--- config.mk ---
export PLATFORM = sky130hd
export DESIGN_NAME = pdm_lockin_mixer
export DESIGN_NICKNAME = d
export VERILOG_FILES = /design/src/rtl/pdm_lockin_mixer.sv
export SDC_FILE = /design/constraint.sdc
export NUM_CORES = 1
export LEC_CHECK = 0
export CAP_MARGIN = 10
export CELL_PAD_IN_SITES_DETAIL_PLACEMENT = 0
export CELL_PAD_IN_SITES_GLOBAL_PLACEMENT = 2
export CORE_ASPECT_RATIO = 1.5
export CORE_MARGIN = 2
export CORE_UTILIZATION = 41
export CTS_BUF_LIST = sky130_fd_sc_hd__clkbuf_4 sky130_fd_sc_hd__clkbuf_8
export CTS_CLUSTER_SIZE = 28
export DETAILED_ROUTE_END_ITERATION = 12
export PLACE_DENSITY = 0.95
export SKIP_CTS_REPAIR_TIMING = 1
export SYNTH_ARGS = -nofsm -noshare
export SYNTH_HDL_FRONTEND = slang
export SYNTH_SLANG_ARGS = --single-unit
--- constraint.sdc ---
create_clock -name clk -period 11.2 [get_ports clk]
set_input_delay 2.24 -clock clk [delete_from_list [all_inputs] [get_ports clk]]
set_output_delay 2.24 -clock clk [all_outputs]
set_load 0.02 [all_outputs]
--- src/rtl/pdm_lockin_mixer.sv ---
// pdm_lockin_mixer: XOR lock-in mixer with per-channel I/Q mismatch counters over a fixed window.
// Optional macro PDM_INPUT_SYNC_EN adds a 2-flop synchronizer on ref_i, ref_q and pdm_in.
module pdm_lockin_mixer #(
    parameter int N_CH    = 4,
    parameter int WIN_LEN = 1024,
    parameter int CNT_W   = $clog2(WIN_LEN + 1)
) (
    input  logic                  clk,
    input  logic                  rst,
    input  logic                  en,
    input  logic                  ref_i,
    input  logic                  ref_q,
    input  logic [N_CH-1:0]       pdm_in,
    output logic                  out_valid,
    input  logic                  out_ready,
    output logic [N_CH*CNT_W-1:0] out_i,
    output logic [N_CH*CNT_W-1:0] out_q,
    output logic                  overrun
);
    // Bundle layout: {ref_q, ref_i, pdm_in}
    logic [N_CH+1:0] w_raw;
    logic [N_CH+1:0] w_mix_in;

    assign w_raw = {ref_q, ref_i, pdm_in};

`ifdef PDM_INPUT_SYNC_EN
    logic [N_CH+1:0] r_sync_p0;
    logic [N_CH+1:0] r_sync_p1;

    // Synchronizer runs freely, independent of en
    always_ff @(posedge clk or posedge rst) begin
        if (rst) begin
            r_sync_p0 <= '0;
            r_sync_p1 <= '0;
        end else begin
            r_sync_p0 <= w_raw;
            r_sync_p1 <= r_sync_p0;
        end
    end

    assign w_mix_in = r_sync_p1;
`else
    assign w_mix_in = w_raw;
`endif

    logic [N_CH-1:0]       w_pdm;
    logic                  w_ref_i;
    logic                  w_ref_q;
    logic [N_CH-1:0]       w_mi;
    logic [N_CH-1:0]       w_mq;
    logic [N_CH*CNT_W-1:0] w_sum_i;
    logic [N_CH*CNT_W-1:0] w_sum_q;
    logic                  w_win_end;

    logic [CNT_W-1:0]      r_cnt;
    logic [N_CH*CNT_W-1:0] r_acc_i;
    logic [N_CH*CNT_W-1:0] r_acc_q;
    logic                  r_out_valid;
    logic [N_CH*CNT_W-1:0] r_out_i;
    logic [N_CH*CNT_W-1:0] r_out_q;
    logic                  r_overrun;

    assign w_pdm     = w_mix_in[N_CH-1:0];
    assign w_ref_i   = w_mix_in[N_CH];
    assign w_ref_q   = w_mix_in[N_CH+1];
    assign w_mi      = w_pdm ^ {N_CH{w_ref_i}};
    assign w_mq      = w_pdm ^ {N_CH{w_ref_q}};
    assign w_win_end = en && (r_cnt == CNT_W'(WIN_LEN - 1));

    // Sums include the current sample so the window-end edge captures the full window
    always_comb begin
        w_sum_i = '0;
        w_sum_q = '0;
        for (int c = 0; c < N_CH; c++) begin
            w_sum_i[c*CNT_W +: CNT_W] = r_acc_i[c*CNT_W +: CNT_W] + CNT_W'(w_mi[c]);
            w_sum_q[c*CNT_W +: CNT_W] = r_acc_q[c*CNT_W +: CNT_W] + CNT_W'(w_mq[c]);
        end
    end

    always_ff @(posedge clk or posedge rst) begin
        if (rst) begin
            r_cnt   <= '0;
            r_acc_i <= '0;
            r_acc_q <= '0;
        end else if (en) begin
            if (w_win_end) begin
                r_cnt   <= '0;
                r_acc_i <= '0;
                r_acc_q <= '0;
            end else begin
                r_cnt   <= r_cnt + CNT_W'(1);
                r_acc_i <= w_sum_i;
                r_acc_q <= w_sum_q;
            end
        end
    end

    // A result is only dropped when the held one is still unaccepted at window end
    always_ff @(posedge clk or posedge rst) begin
        if (rst) begin
            r_out_valid <= 1'b0;
            r_out_i     <= '0;
            r_out_q     <= '0;
            r_overrun   <= 1'b0;
        end else if (w_win_end) begin
            if (!r_out_valid || out_ready) begin
                r_out_valid <= 1'b1;
                r_out_i     <= w_sum_i;
                r_out_q     <= w_sum_q;
            end else begin
                r_overrun   <= 1'b1;
            end
        end else if (r_out_valid && out_ready) begin
            r_out_valid <= 1'b0;
        end
    end

    assign out_valid = r_out_valid;
    assign out_i     = r_out_i;
    assign out_q     = r_out_q;
    assign overrun   = r_overrun;

endmodule

==> run_results.csv <==
group,metric,value,unit
synth,syn_avg_cell_area,9.93,um2
sta,hold_viol_final,0,
grt,grt_pass1_vias,7256,
clock_tree,cts_tree,"done",
synth,syn_nets,965,
drt,drc,0,
synth,synth_warnings,0,
placement,portBuffers,99,
power_and_ir_drop,power_density,153,nW/um2
setup_path,reg2reg_from,"r_cnt[0]",
setup_path,crit_required,11.58,ns
synth,yosysTopAreaCellShare,50.8,%
setup_path,path_max_fanout,68,
drt,antenna_left,0,
clock_tree,clkLatencyLatePin,0.48,ns
placement,place_area,10400,um2
final_layout,nets,1020,
sta,finalClockSkew,0.0188,ns
die,die_area,24000,um2
min_path,hp-class,"flip-flop to flip-flop",
power_and_ir_drop,share_comb_of_total_power,18.9,%
setup_path,worstPathArrival,5.42,ns
sta,fmax,0.198,GHz
final_layout,final_core_util,48.5,%
setup_path,crit_path_start_kind,"input pin",
synth,synth-async-reset-ratio,100,%
power_and_ir_drop,seq_power_share,54.1,%
sta,setup_viol_count_final,0,
die,core_area,22300,um2
die,initial_core_util,41.8,%
placement,routabilityCongestion,0.806,
min_path,min_from,"r_cnt[8]",
sta,setup_tns,0,ns
grt,grt_use_total,19.6,%
grt,overflow,0,
setup_path,critical-path-slowest-cell,"nor4_4",
grt,grt_max_degree,136,
sta,whs,0.483,ns
run_status,outcome,"finished, final reports clean",
synth,synth_top_cell_by_area,"dfrtp_1",
die,die_y,189,um
synth,ys_seq_area_share,50.8,%
synth,yosys-top-cells-area,"dfrtp_1 (51%), a21oi_1 (8.8%), xnor2_1 (6.6%)",
setup_path,crit_chain,"buf_2 -> buf_4 -> nand3_1 -> nor4_4 -> buf_4 -> o21ai_0 -> a22o_1",
final_layout,final_cell_mix,"dfrtp_1 (189), a21oi_1 (164), clkdlybuf4s50_1 (98)",
clock_tree,cts_root_buf,"clkbuf_8",
drt,routed_wl,22.6,mm
sta,tightest_slew,1.06,ns
synth,syn-cell-area,9320,um2
clock_tree,clock_tree.buffer_depth,2,
sta,fin_crit_sh,45.0,%
final_layout,layout-drive-gt1-share,6.67,%
run,cap_violations,0,
final_layout,diodes,0,
synth,synth_edf_count,0,
drt,num_vias,7210,
clock_tree,clkTransAtPathRegs,0.10,ns
setup_path,path_buf_inv,3,
sta,max-slew-margin-rel,28.9,%
grt,grt_antenna_before_repair,0,
power_and_ir_drop,switchingPower,557,uW
clock_tree,htree_num_levels,4,
die,die_w,127,um
power_and_ir_drop,internal_power,1.10,mW
placement,dp_hpwl,13.9,mm
die,ios,100,
final_layout,layout_commonest_cell,"dfrtp_1",
drt,vias_per_cell,5.63,
synth,synth_flop_cell,"dfrtp_1",
setup_path,critical_path_class,"input pin to flip-flop",
setup_path,crit_path_max_incr_delay,0.97,ns
drt,dr.pass1.iters,5,
setup_path,cp_common_cell,"buf_4",
power_and_ir_drop,switching_share,33.7,%
die,rows,67,
synth,ys_seq_elements,189,
drt,drt_iter0_drc,516,
synth,synthDistinctLibCells,42,
power_and_ir_drop,clockPowerShare,27.0,%
setup_path,cp_top_family,"simple AND/OR/NAND/NOR gates",
drt,wire_per_inst,17.6,um
sta,slew_viol_final,0,
power_and_ir_drop,peakVddDrop,0.0830,mV
synth,syn_inst,938,
power_and_ir_drop,cellLeakagePower,4.49,nW
final_layout,stdcell_area,10800,um2
clock_tree,clock-sinks,189,
sta,period_minus_slack,5.04,ns
grt,grt_pass1_wl,37.8,mm
setup_path,cp-end-kind,"flip-flop",
clock_tree,numCtsBuffers,17,
final_layout,syn2layout_area_growth,16.2,%
setup_path,startpoint,"en",
sta,rsz0062_at_grt,"no",
-- flip-flops by register name (all words and copies together), names as in the netlist --
signal	flops
r_acc_q	44
r_cnt	11
out_valid	1
out_q	44
out_i	44
r_acc_i	44
overrun	1
-- through the flow --
stage / setup WS (ns) / power [mW] / instances
floorplan: 3.82 / 1.13 / 938
global placement: 5.74 / 1.21 / 1250
detailed placement: 5.62 / 1.22 / 1250
CTS: 6.15 / 1.67 / 1281
global route: 5.88 / 1.75 / 1281
finish: 6.16 / 1.66 / 1281
-- cell families after synthesis --
group           synth area share, %
buf+inv                        4.19
xor+xnor                       8.08
fa+ha+maj                      2.28
flops                          50.8
mux                            3.13
compound gates                 18.8
simple gates                   12.7
-- worst paths after layout --
check / cells after the start / slack, ns / endpoint
worst max-delay path: 7 / 6.16 / r_acc_q[6]
worst min-delay path: 1 / 0.48 / r_cnt[8]
worst max register to register: 6 / 8.15 / r_acc_q[6]
worst min register to register: 1 / 0.48 / r_cnt[8]
max in group asynchronous: 3 / 7.50 / r_acc_i[32]
min in group asynchronous: 2 / 2.33 / out_q[40]
-- worst register-to-register path, stage by stage, from the launching register on --
cell     delay (ns)
dfrtp_1        0.41
ha_1           0.23
nand3_1        0.25
nor4_4         0.97
buf_4          0.61
o21ai_0        0.21
a22o_1         0.26
-- power by group through the flow --
stage | Sequential [mW] | Combinational, mW | Clock [mW]
floorplan | 0.850 | 0.275 | 0
global placement | 0.902 | 0.307 | 0
detailed placement | 0.905 | 0.318 | 0
CTS | 0.893 | 0.318 | 0.464
global route | 0.912 | 0.355 | 0.486
finish | 0.895 | 0.313 | 0.447
-- synthesized netlist by cell type, types with 2 or more instances --
cell and n:
nor2_1 27, ha_1 17, or2_2 2, o21a_1 7
clkbuf_1 41, o21ai_0 53, o2bb2ai_1 20, a21o_1 23
nor4_1 6, inv_1 22, a21oi_1 164, nand4_1 26
and3_1 8, mux2i_1 10, o31ai_1 3, nand3_1 27
nor3_1 43, nor3b_1 11, buf_1 7, nand2b_1 2
buf_2 21, a22o_1 19, nand2_1 49, xnor2_1 70
dfrtp_1 189, xor2_1 16, or3_1 22, a211o_1 3
mux2_2 17
-- routing by layer --
layer	GRT usage (%)	share of wire, %	vias up
met4	7.82	2.4	0
li1	-	-	3465
met1	25.6	45	3580
met5	0	0	-
met3	2.87	3.0	31
met2	32.9	49	134
-- final cells by class --
cell class / count / area [um2]
clock buffers: 18 / 248
clock inverters: 13 / 131
fillers: 2111 / 11500
inverters: 23 / 93.8
multi-input cells: 655 / 4230
flip-flops and latches: 189 / 4730
well taps: 276 / 345
repair buffers: 107 / 1050
Power figures use the tool's default switching activity.
==> RTL edit, RTL diff (config.mk and constraints unchanged) <==
Set the parameter `WIN_LEN` to 512 (it was 1024).
--- a/src/rtl/pdm_lockin_mixer.sv
+++ b/src/rtl/pdm_lockin_mixer.sv
@@ -3,5 +3,5 @@
 module pdm_lockin_mixer #(
     parameter int N_CH    = 4,
-    parameter int WIN_LEN = 1024,
+    parameter int WIN_LEN = 512,
     parameter int CNT_W   = $clog2(WIN_LEN + 1)
 ) (
Interface: changed (resized out_i and out_q); port bits go from 100 to 92. The function was not compared with the original's and may differ.
==> RTL edit against the original RTL <==
Final cell count down 7.1%; synthesized cell count down 9.3%; wire length decreased by 19%; utilization rose by 0.21 points; combinational power fell by 12%; sequential cell count is 17 lower; global-route usage down 1.9 points; cell area decreased by 9.1%; worst hold slack worse by 0.014 ns; first-iteration DRC count is 40% lower; power down 7.0%; area after synthesis fell by 10%; register-to-register slack better by 0.09 ns; setup slack improved by 0.60 ns; largest cell class unchanged.
==> RTL edit: results (changes against the original RTL) <==
status=completed (unchanged); Root Driver=clkbuf_8 (unchanged); buffer share of cell area=9.744% (was 9.666%); Distinct cells, synth=41 (was 42); n_diodes=0 (unchanged); critical path arrival=4.81 ns (was 5.42 ns); Leakage Power=0.004363 µW (was 0.004493 µW); DP Cell Count=1,158 (was 1,250); NumNets Final=940 (was 1,020); layout cell share with drive strength beyond 1=7.235% (was 6.667%); Max-Slew Margin vs Limit=33.82% (was 28.90%); Synth Net Count=878 (was 965); comb_multi_in=579 (was 655); CTS Buf Count=17 (unchanged); initial antenna violation count=0 (unchanged); Comb. pwr=276 µW (was 313 µW); Via density=5.241 (was 5.628); Cell Area, Placed=9434 µm² (was 10,440 µm²); vias in the first global route=5,940 (was 7,256); Sw Share=32.19% (was 33.66%); bufs w/o clock=98 (was 107); largest net degree at the start of global routing=98 (was 136); Max stage delay cell, worst path=buf_4 (was nor4_4); mean post-synth cell area=9.826 µm² (was 9.932 µm²); register area share after synthesis=51.47% (was 50.77%); GPL Wtd Cong=0.7703 (was 0.8059); gr usage total=17.70% (was 19.62%); Post-synth top cells=dfrtp_1 (172), nor2_1 (88), o21ai_0 (69) (was dfrtp_1 (189), a21oi_1 (164), xnor2_1 (70)); final std cells w/o fill=1,190 (was 1,281); DR iter-0 viols=308 (was 516); worst vdd ir=63.32 µV (was 83.01 µV); multi-input combinational area share=37.29% (was 39.07%); Inverters=45 (was 23); hold depth=1 (unchanged); drt first pass iters=4 (was 5); CTS H-tree lvls=4 (unchanged); Max Fanout on Critical Path=85 (was 68); worst r2r dst=out_i[11]$_DFFE_PP0P_ (was r_acc_q[6]$_DFFE_PP0P_); global-route wire length before repair=30,270 µm (was 37,760 µm); Worst path max stage delay=0.73 ns (was 0.97 ns); top cells by area, synth=dfrtp_1 (51%), xnor2_1 (6.3%), o21ai_0 (4.1%) (was dfrtp_1 (51%), a21oi_1 (8.8%), xnor2_1 (6.6%)); Die Width=120.6 µm (was 127.1 µm); clk tree area frac=4.083% (was 3.503%); # clk buffers=20 (was 18); FILL cells=1,944 (was 2,111); HP Start=overrun$_DFFE_PP0P_ (was r_cnt[8]$_DFFE_PP0P_); storage element area=4304 µm² (was 4730 µm²); Worst Skew=0.01475 ns (was 0.01877 ns); register-to-register setup slack=8.24 ns (was 8.15 ns); total routed wirelength=18,290 µm (was 22,560 µm); post-synth top area share=51.47% (was 50.77%); port buffer count=91 (was 99); Hold Path Sink=overrun$_DFFE_PP0P_ (was r_cnt[8]$_DFFE_PP0P_); worst hold path type=reg2reg (unchanged); synthesized flop and latch total=172 (was 189); post-DP HPWL=11,760 µm (was 13,950 µm)
[RTL edit: cell types whose count changed after synthesis, moves of 16 or more]
cell	before	now
a21oi_1	164	65
nor2_1	27	88
nand2_1	49	16
inv_1	22	45
nand3_1	27	48
o2bb2ai_1	20	0
dfrtp_1	189	172
o21ai_0	53	69
[RTL edit: cell families after synthesis]
logic type	Yosys count	share of synthesized area, %
AOI/OAI and AO/OA	202	14.29
xor gates and xnor gates	79	8.275
adders and majority gates	17	2.544
buffers and inverters	100	4.833
DFF	172	51.47
muxes	20	2.663
and+or+nand+nor	261	15.92
[RTL edit: critical path: cells and delay by family]
kind          cells  cell delay (ns)
simple gates      2             0.49
buf+inv           3             1.58
mux               1             0.41
[RTL edit: metrics by stage]
stage	utilization, %	power [µW]	hold slack (ns)	setup slack [ns]
after floorplan	-	1020	0.4461	4.300
after global placement	46.75	1101	0.4484	6.284
after detailed placement	46.75	1109	0.4534	6.223
after CTS	48.74	1559	0.4804	6.758
after global routing	48.74	1636	0.4997	6.545
final	48.74	1539	0.4691	6.754
[RTL edit: per-layer routing]
layer | up-vias | GRT usage [%] | wire length, µm
li1 | 3076 | - | -
met1 | 3029 | 23.33 | 8346
met2 | 108 | 29.24 | 8999
met3 | 24 | 2.990 | 557
met4 | 0 | 6.686 | 386
met5 | - | 0 | 0
[RTL edit: worst max path at each step]
stage,start,to,slack [ns],depth (start not counted)
6_report,en,out_i[11]$_DFFE_PP0P_,6.75,6
5_1_grt,en,out_i[21]$_DFFE_PP0P_,6.55,6
4_1_cts,en,out_i[0]$_DFFE_PP0P_,6.76,6
3_5_place_dp,en,out_i[21]$_DFFE_PP0P_,6.22,6
3_3_place_gp,en,out_i[10]$_DFFE_PP0P_,6.28,6
2_1_floorplan,rst,out_i[0]$_DFFE_PP0P_,4.30,1
